**config.mk**
```make
export PLATFORM = sky130hd
export DESIGN_NAME = mbc3_chip
export DESIGN_NICKNAME = d
export VERILOG_FILES = /design/src/rtl/mbc_pkg.sv /design/src/rtl/mbc_rtc.sv /design/src/rtl/mbc3_chip.sv
export SDC_FILE = /design/constraint.sdc
export NUM_CORES = 1
export LEC_CHECK = 0
export ABC_AREA = 1
export BUFFER_PORTS_ARGS = -buffer_cell sky130_fd_sc_hd__buf_2
export CAP_MARGIN = 5
export CELL_PAD_IN_SITES_DETAIL_PLACEMENT = 2
export CELL_PAD_IN_SITES_GLOBAL_PLACEMENT = 2
export CORE_MARGIN = 2
export CORE_UTILIZATION = 21
export CTS_BUF_LIST = sky130_fd_sc_hd__clkbuf_4 sky130_fd_sc_hd__clkbuf_8
export DETAILED_ROUTE_END_ITERATION = 10
export PLACE_DENSITY_LB_ADDON = 0.2
export SKIP_CTS_REPAIR_TIMING = 1
export SLEW_MARGIN = 20
export SYNTH_ARGS = -nofsm -noshare
export SYNTH_HDL_FRONTEND = slang
export SYNTH_SLANG_ARGS = --single-unit
```
**constraint.sdc**
```tcl
create_clock -name clk -period 1.3 [get_ports clk]
set_clock_uncertainty 0.05 [all_clocks]
set_input_delay 0.065 -clock clk [delete_from_list [all_inputs] [get_ports clk]]
set_output_delay 0.065 -clock clk [all_outputs]
set_load 0.05 [all_outputs]
```
**src/rtl/mbc_pkg.sv**
```systemverilog
// Shared definitions for the MBC-family cartridge mappers: size masks, RTC register
// indices and field widths, and the RTC latch sequencer states.
package mbc_pkg;

    localparam logic [3:0] RTC_S  = 4'h8;
    localparam logic [3:0] RTC_M  = 4'h9;
    localparam logic [3:0] RTC_H  = 4'hA;
    localparam logic [3:0] RTC_DL = 4'hB;
    localparam logic [3:0] RTC_DH = 4'hC;

    localparam int RTC_SEC_W  = 6;
    localparam int RTC_MIN_W  = 6;
    localparam int RTC_HOUR_W = 5;
    localparam int RTC_DAY_W  = 9;

    typedef logic [0:0] latch_state_t;
    localparam latch_state_t LATCH_IDLE  = 1'b0;
    localparam latch_state_t LATCH_ARMED = 1'b1;

    // Header byte 0x148: 0 is 32 kB, each step doubles, 7 is 4 MB.
    function automatic logic [21:0] rom_mask(input logic [2:0] rom_size);
        return 22'((32'h0000_8000 << rom_size) - 32'd1);
    endfunction

    // Header byte 0x149: 0 means no RAM, so the whole window masks to zero.
    function automatic logic [16:0] ram_mask(input logic [2:0] ram_size);
        logic [16:0] mask;
        case (ram_size)
            3'd1:    mask = 17'h007FF;
            3'd2:    mask = 17'h01FFF;
            3'd3:    mask = 17'h07FFF;
            3'd4:    mask = 17'h1FFFF;
            3'd5:    mask = 17'h0FFFF;
            default: mask = 17'h00000;
        endcase
        return mask;
    endfunction

endpackage

```
**src/rtl/mbc_rtc.sv**
```systemverilog
// MBC3 real-time clock: prescaler, live S/M/H/day counters, latched copy and the
// 0x00-then-0x01 latch sequencer.
module mbc_rtc
    import mbc_pkg::*;
#(
    parameter int TICK_DIV = 32768
) (
    input  logic       clk,
    input  logic       reset_n,
    input  logic       rtc_clk_en,
    input  logic       reg_wr,
    input  logic       latch_wr,
    input  logic [3:0] reg_idx,
    input  logic [7:0] wr_data,
    output logic [7:0] rd_data
);

    localparam int PRE_W = (TICK_DIV > 1) ? $clog2(TICK_DIV) : 1;
    localparam logic [PRE_W-1:0] PRE_LAST = PRE_W'(TICK_DIV - 1);

    logic [PRE_W-1:0]      prescaler;
    logic                  tick;

    logic [RTC_SEC_W-1:0]  sec,   sec_n,   sec_l;
    logic [RTC_MIN_W-1:0]  min,   min_n,   min_l;
    logic [RTC_HOUR_W-1:0] hour,  hour_n,  hour_l;
    logic [RTC_DAY_W-1:0]  day,   day_n,   day_l;
    logic                  halt,  halt_n,  halt_l;
    logic                  carry, carry_n, carry_l;

    latch_state_t          latch_state;
    logic                  do_latch;

    assign tick = rtc_clk_en && !halt && (prescaler == PRE_LAST);

    always_ff @(posedge clk or negedge reset_n) begin
        if (!reset_n) begin
            prescaler <= '0;
        end else if (reg_wr && (reg_idx == RTC_S)) begin
            prescaler <= '0;
        end else if (rtc_clk_en && !halt) begin
            prescaler <= (prescaler == PRE_LAST) ? '0 : prescaler + PRE_W'(1);
        end
    end

    // The tick result is computed first so a CPU write overrides only its own field.
    always_comb begin
        sec_n   = sec;
        min_n   = min;
        hour_n  = hour;
        day_n   = day;
        halt_n  = halt;
        carry_n = carry;
        if (tick) begin
            if (sec == RTC_SEC_W'(59)) begin
                sec_n = '0;
                if (min == RTC_MIN_W'(59)) begin
                    min_n = '0;
                    if (hour == RTC_HOUR_W'(23)) begin
                        hour_n = '0;
                        if (day == RTC_DAY_W'(511)) begin
                            day_n   = '0;
                            carry_n = 1'b1;
                        end else begin
                            day_n = day + RTC_DAY_W'(1);
                        end
                    end else begin
                        hour_n = hour + RTC_HOUR_W'(1);
                    end
                end else begin
                    min_n = min + RTC_MIN_W'(1);
                end
            end else begin
                sec_n = sec + RTC_SEC_W'(1);
            end
        end
        if (reg_wr) begin
            case (reg_idx)
                RTC_S:  sec_n       = wr_data[RTC_SEC_W-1:0];
                RTC_M:  min_n       = wr_data[RTC_MIN_W-1:0];
                RTC_H:  hour_n      = wr_data[RTC_HOUR_W-1:0];
                RTC_DL: day_n[7:0]  = wr_data;
                RTC_DH: begin
                    day_n[8] = wr_data[0];
                    halt_n   = wr_data[6];
                    carry_n  = wr_data[7];
                end
                default: ;
            endcase
        end
    end

    always_ff @(posedge clk or negedge reset_n) begin
        if (!reset_n) begin
            sec   <= '0;
            min   <= '0;
            hour  <= '0;
            day   <= '0;
            halt  <= 1'b0;
            carry <= 1'b0;
        end else begin
            sec   <= sec_n;
            min   <= min_n;
            hour  <= hour_n;
            day   <= day_n;
            halt  <= halt_n;
            carry <= carry_n;
        end
    end

    assign do_latch = latch_wr && (latch_state == LATCH_ARMED) && (wr_data == 8'h01);

    always_ff @(posedge clk or negedge reset_n) begin
        if (!reset_n) begin
            latch_state <= LATCH_IDLE;
        end else if (latch_wr) begin
            case (latch_state)
                LATCH_IDLE:  latch_state <= (wr_data == 8'h00) ? LATCH_ARMED : LATCH_IDLE;
                default:     latch_state <= LATCH_IDLE;
            endcase
        end
    end

    // The copy samples the current registers, so a coincident tick is not visible.
    always_ff @(posedge clk or negedge reset_n) begin
        if (!reset_n) begin
            sec_l   <= '0;
            min_l   <= '0;
            hour_l  <= '0;
            day_l   <= '0;
            halt_l  <= 1'b0;
            carry_l <= 1'b0;
        end else if (do_latch) begin
            sec_l   <= sec;
            min_l   <= min;
            hour_l  <= hour;
            day_l   <= day;
            halt_l  <= halt;
            carry_l <= carry;
        end
    end

    always_comb begin
        case (reg_idx)
            RTC_S:   rd_data = {2'b11, sec_l};
            RTC_M:   rd_data = {2'b11, min_l};
            RTC_H:   rd_data = {3'b111, hour_l};
            RTC_DL:  rd_data = day_l[7:0];
            RTC_DH:  rd_data = {carry_l, halt_l, 5'b11111, day_l[8]};
            default: rd_data = 8'hFF;
        endcase
    end

endmodule

```
**src/rtl/mbc3_chip.sv**
```systemverilog
// MBC3-class cartridge mapper: ROM/RAM banking plus an optional latched RTC,
// built only when MBC3_RTC_EN is defined.
module mbc3_chip
    import mbc_pkg::*;
#(
    parameter int ROM_BANK_BITS = 7,
    parameter int RAM_BANK_BITS = 2,
    parameter int TICK_DIV      = 32768
) (
    input  logic                        clk,
    input  logic                        reset_n,
    input  logic                        ics_rom,
    input  logic                        ics_ram,
    input  logic [14:0]                 iadr,
    input  logic [7:0]                  data,
    input  logic                        write,
    input  logic                        rtc_clk_en,
    output logic [14+ROM_BANK_BITS-1:0] oadr,
    output logic                        sel_rom,
    output logic                        sel_ram,
    output logic [7:0]                  rdata,
    output logic                        rdata_oe,
    input  logic [2:0]                  rom_size,
    input  logic [2:0]                  ram_size
);

    localparam int OADR_W    = 14 + ROM_BANK_BITS;
    localparam int RAM_ADR_W = 13 + RAM_BANK_BITS;

    logic                     pwrite;
    logic                     commit;
    logic                     rom_wr;
    logic                     ena_ram;
    logic [ROM_BANK_BITS-1:0] rom_bank;
    logic [ROM_BANK_BITS-1:0] rom_bank_eff;
    logic [3:0]               ram_sel;
    logic                     ram_window;
    logic                     ram_mapped;
    logic [21:0]              rom_mask_full;
    logic [16:0]              ram_mask_full;
    logic [OADR_W-1:0]        rom_raw;
    logic [OADR_W-1:0]        rom_addr;
    logic [RAM_ADR_W-1:0]     ram_addr;
    logic                     unused_mask;

    assign commit = pwrite && !write;
    assign rom_wr = commit && ics_rom;

    always_ff @(posedge clk or negedge reset_n) begin
        if (!reset_n) begin
            pwrite <= 1'b0;
        end else begin
            pwrite <= write;
        end
    end

    always_ff @(posedge clk or negedge reset_n) begin
        if (!reset_n) begin
            ena_ram  <= 1'b0;
            rom_bank <= ROM_BANK_BITS'(1);
            ram_sel  <= 4'h0;
        end else if (rom_wr) begin
            case (iadr[14:13])
                2'b00:   ena_ram  <= (data[3:0] == 4'hA);
                2'b01:   rom_bank <= data[ROM_BANK_BITS-1:0];
                2'b10:   ram_sel  <= data[3:0];
                default: ;
            endcase
        end
    end

    // Only bank 0 is remapped; 0x20/0x40/0x60 stay reachable unlike MBC1.
    assign rom_bank_eff  = (rom_bank == '0) ? ROM_BANK_BITS'(1) : rom_bank;
    assign ram_window    = ics_ram && (iadr[14:13] == 2'b01);
    assign ram_mapped    = (32'(ram_sel) < (32'd1 << RAM_BANK_BITS));
    assign rom_mask_full = rom_mask(rom_size);
    assign ram_mask_full = ram_mask(ram_size);
    assign unused_mask   = ^{rom_mask_full, ram_mask_full};

    always_comb begin
        rom_raw  = iadr[14] ? {rom_bank_eff, iadr[13:0]}
                            : {{ROM_BANK_BITS{1'b0}}, iadr[13:0]};
        rom_addr = rom_raw & rom_mask_full[OADR_W-1:0];
        ram_addr = {ram_sel[RAM_BANK_BITS-1:0], iadr[12:0]} & ram_mask_full[RAM_ADR_W-1:0];
        oadr     = ram_window ? OADR_W'(ram_addr) : rom_addr;
    end

    assign sel_rom = reset_n && ics_rom;
    assign sel_ram = reset_n && ram_window && ram_mapped && ena_ram && (ram_size != 3'd0);

`ifdef MBC3_RTC_EN
    logic       rtc_sel;
    logic       rtc_access;
    logic       rtc_reg_wr;
    logic       rtc_latch_wr;
    logic [7:0] rtc_rdata;

    assign rtc_sel      = (ram_sel >= RTC_S) && (ram_sel <= RTC_DH);
    assign rtc_access   = ram_window && !ram_mapped && rtc_sel;
    assign rtc_reg_wr   = commit && rtc_access && ena_ram;
    assign rtc_latch_wr = rom_wr && (iadr[14:13] == 2'b11);

    mbc_rtc #(
        .TICK_DIV (TICK_DIV)
    ) u_rtc (
        .clk        (clk),
        .reset_n    (reset_n),
        .rtc_clk_en (rtc_clk_en),
        .reg_wr     (rtc_reg_wr),
        .latch_wr   (rtc_latch_wr),
        .reg_idx    (ram_sel),
        .wr_data    (data),
        .rd_data    (rtc_rdata)
    );

    assign rdata    = (reset_n && rtc_access) ? rtc_rdata : 8'hFF;
    assign rdata_oe = reset_n && rtc_access && ena_ram && !write;
`else
    logic unused_rtc;

    assign unused_rtc = ^{rtc_clk_en, data};
    assign rdata      = 8'hFF;
    assign rdata_oe   = 1'b0;
`endif

endmodule

```
==> metrics.md <==
| Metric | Value |
|---|---|
| Cell row count | `25` |
| DIE WIDTH | `73.5 um` |
| Failing checks | `setup timing` |
| Most frequent cell on the critical path | `nand2_1` |
| Die ar. | `5400 sq um` |
| Gr ovfl total | `0` |
| Post-synthesis sequential area ratio | `32.2%` |
| CP bufs+invs | `1` |
| Setup crit end kind | `primary output` |
| Global-route wire length before repair | `5360 um` |
| Pleak | `0.854 nW` |
| VDD IR max | `359 uV` |
| CTS tree | `yes` |
| Worst-path clk slew | `0.05 ns` |
| Critical path startpoint category | `flop` |
| P per Cell Area | `1070 nW/um^2` |
| Yosys top cell area share | `29.6%` |
| Initial antenna violation count | `0` |
| Clk network pwr share | `24.2%` |
| Net Switching | `0.000632 W` |
| Area growth from synthesis to layout | `43.8%` |
| Wire length per cell | `12.6 um` |
| Max Fanout on Critical Path | `3` |
| Int Pwr | `0.000923 W` |
| Maxcap violations | `0` |
| Dpl hpwl | `2740 um` |
| Uppermost layer routed | `met4` |
| Reg-to-Reg Start | `pwrite` |
| Ports | `67` |
| Crit path time final | `1.32 ns` |
| Antenna Cells | `0` |
| Clock Path Buffers | `2` |
| Largest net degree at the start of global routing | `17` |
| Library cells used by synthesis | `23` |
| Final wirelength | `3350 um` |
| Area leader, netlist | `dfrtp_1` |
| Total clock sinks | `13` |
| Share of cells above drive strength 1 | `38.9%` |
| Post-route setup slack | `-0.0213 ns` |
| Net Sw Frac | `40.6%` |
| Port Buf Inserts | `55` |
| R2r setup slk | `0.19 ns` |
| Detailed Route Iter0 Violations | `25` |
| CP max stage cell | `dfrtp_1` |
| Wl on met1 | `1450 um` |
| Clock root buffer | `clkbuf_8` |
| Fin nets | `248` |
| DP Worst Slack | `0.0318 ns` |
| Num CTS Buffers | `3` |
| Setup TNS | `-0.0213 ns` |
| Synth Instances | `147` |
| Final GP Congestion | `0.741` |
| Final hold vios | `0` |
| HP Start | `data[4]` |
| DR DRC count | `0` |
| CP Cell Sequence | `nor2_1 -> nand3_1 -> nand2_1 -> nand2_1 -> nand2_1 -> buf_6` |
| Worst-Skew Late Latency | `0.24 ns` |
| H-tree Lvls | `1` |
| Routed met2 length | `1610 um` |
| Period Utilization, post-route | `102%` |
| Avg Inst Size Synth | `6.90 sq um` |
| Logic pwr share | `41.1%` |
| Crit Path Class | `flop to primary output` |
| CP Data Required Time | `1.19 ns` |
| Final Total Pwr | `0.00156 W` |
| Dpl cell area | `1340 sq um` |
| Flops & latches, synth | `13` |
| Area contributors post-synth | `dfrtp_1 30%, nand2_1 18%, buf_4 6.7%, nand3_1 5.4%, a21boi_1 5.2%` |
| Filler Cell Count | `586` |
| Initial core utilization | `21.6%` |
| Slew Viols, Final | `0` |
| Met3 routed WL | `267 um` |
| Setup violators final | `1` |
| CP startpoint | `rom_bank[2]` |
| CP top delay family | `flip-flops` |
| CP max stage delay | `0.42 ns` |
| Placed cells | `256` |
| Flop pwr share | `34.7%` |
| Outcome | `finished, violations left` |
| GRT Total Usage | `12.5%` |
| Drt pass-1 iters | `4` |
| Design Area, Final | `1460 sq um` |
| Via density | `4.45` |
| Die outline height | `73.5 um` |
| Synth Cell Area | `1010 sq um` |
| Fmax achieved | `757 MHz` |
| Worst Hold Class | `input port to flop` |
| Critical path arrival | `1.21 ns` |
| Post-DRT Antenna Nets | `0` |
| Vias in the first global route | `1192` |
| RSZ-0062 raised after global routing | `true` |
| Synth warn | `0` |
| Core ar. | `4690 sq um` |
| Via count | `1179` |
| Post-route insts no fill | `265` |
routing by layer:
layer	track usage [%]	vias to the layer above
met1	15.7	553
li1	-	579
met3	2.06	2
met5	0	-
met4	3.64	0
met2	21.8	45
kinds of logic after synthesis:
| family | Yosys count | share of synthesized area (%) |
|---|---|---|
| flip-flops | 13 | 32.2 |
| other | 2 | 0.740 |
| adder cells (fa/ha/maj) | 1 | 1.23 |
| buffers and inverters | 25 | 14.3 |
| AO/OA/AOI/OAI | 17 | 11.6 |
| AND/OR/NAND/NOR | 89 | 40.0 |
cells in the final DEF, fill, tap and decap left out:
master and n:
inv_1 10, clkbuf_4 2, conb_1 9, a21boi_0 6
o21ai_0 3, buf_4 11, ha_1 1, nor2_2 5
and3_1 1, buf_6 2, dlygate4sd3_1 2, nand4_1 6
nand3_1 11, nor3_2 1, dfrtp_1 12, a21boi_1 7
inv_2 2, or2_2 1, clkbuf_8 3, nor3_1 2
buf_2 50, a21oi_2 1, nand2_1 50, dfstp_2 1
nand2_4 2, nor2_1 9, nor2_8 1
layout make-up:
| cell class | instances | area, sq um | area share [%] |
|---|---|---|---|
| multi-input cells | 116 | 588 | 40.3 |
| repair buffers | 66 | 383 | 26.2 |
| flip-flops and latches | 13 | 327 | 22.4 |
| well taps | 54 | 67.6 | 4.63 |
| clock buffers | 4 | 48.8 | 3.34 |
| inverters | 12 | 45.0 | 3.09 |
worst paths after layout:
kind                       cells after the start           to
max                                            6     oadr[14]
min                                            3  rom_bank[4]
max reg2reg                                    6  rom_bank[3]
min reg2reg                                    2   ram_sel[3]
max in group asynchronous                      3   ram_sel[1]
min in group asynchronous                      2  rom_bank[5]
state kept, by name, indices dropped and copies added, names as in the netlist:
| name | count |
|---|---|
| ena_ram | 1 |
| pwrite | 1 |
| ram_sel | 4 |
| rom_bank | 7 |
worst register-to-register path: cells and delay by family, from the launching register on:
family / cells / cell delay (ns)
AO/OA/AOI/OAI: 1 / 0.06
buffers and inverters: 1 / 0.18
flip-flops: 1 / 0.33
AND/OR/NAND/NOR: 4 / 0.38
synthesized netlist by cell type:
cell type and number:
a21boi_0 6, a21boi_1 7, a21oi_1 1, and3_1 1
buf_2 2, buf_4 9, buf_6 2, conb_1 2
dfrtp_1 12, dfstp_2 1, ha_1 1, inv_1 10
inv_2 2, nand2_1 50, nand2_4 2, nand3_1 11
nand4_1 6, nor2_1 13, nor2_2 1, nor2_8 1
nor3_1 3, o21ai_0 3, or2_2 1
per-stage QoR:
step           hold slack (ns)  util (%)
3_3_place_gp            -0.108      28.6
6_report                0.0127      31.1
5_1_grt                 0.0199      31.1
3_5_place_dp            -0.108      28.6
2_1_floorplan           -0.281         -
4_1_cts                 -0.370      29.6
power groups by stage:
stage,clock network [W],logic [W],registers (W)
floorplan,0,0.000458,0.000525
global placement,0,0.000583,0.000541
detailed placement,0,0.000597,0.000545
CTS,0.000397,0.000598,0.000539
global route,0.000420,0.000707,0.000549
finish,0.000376,0.000640,0.000539
Power figures use the tool's default switching activity.
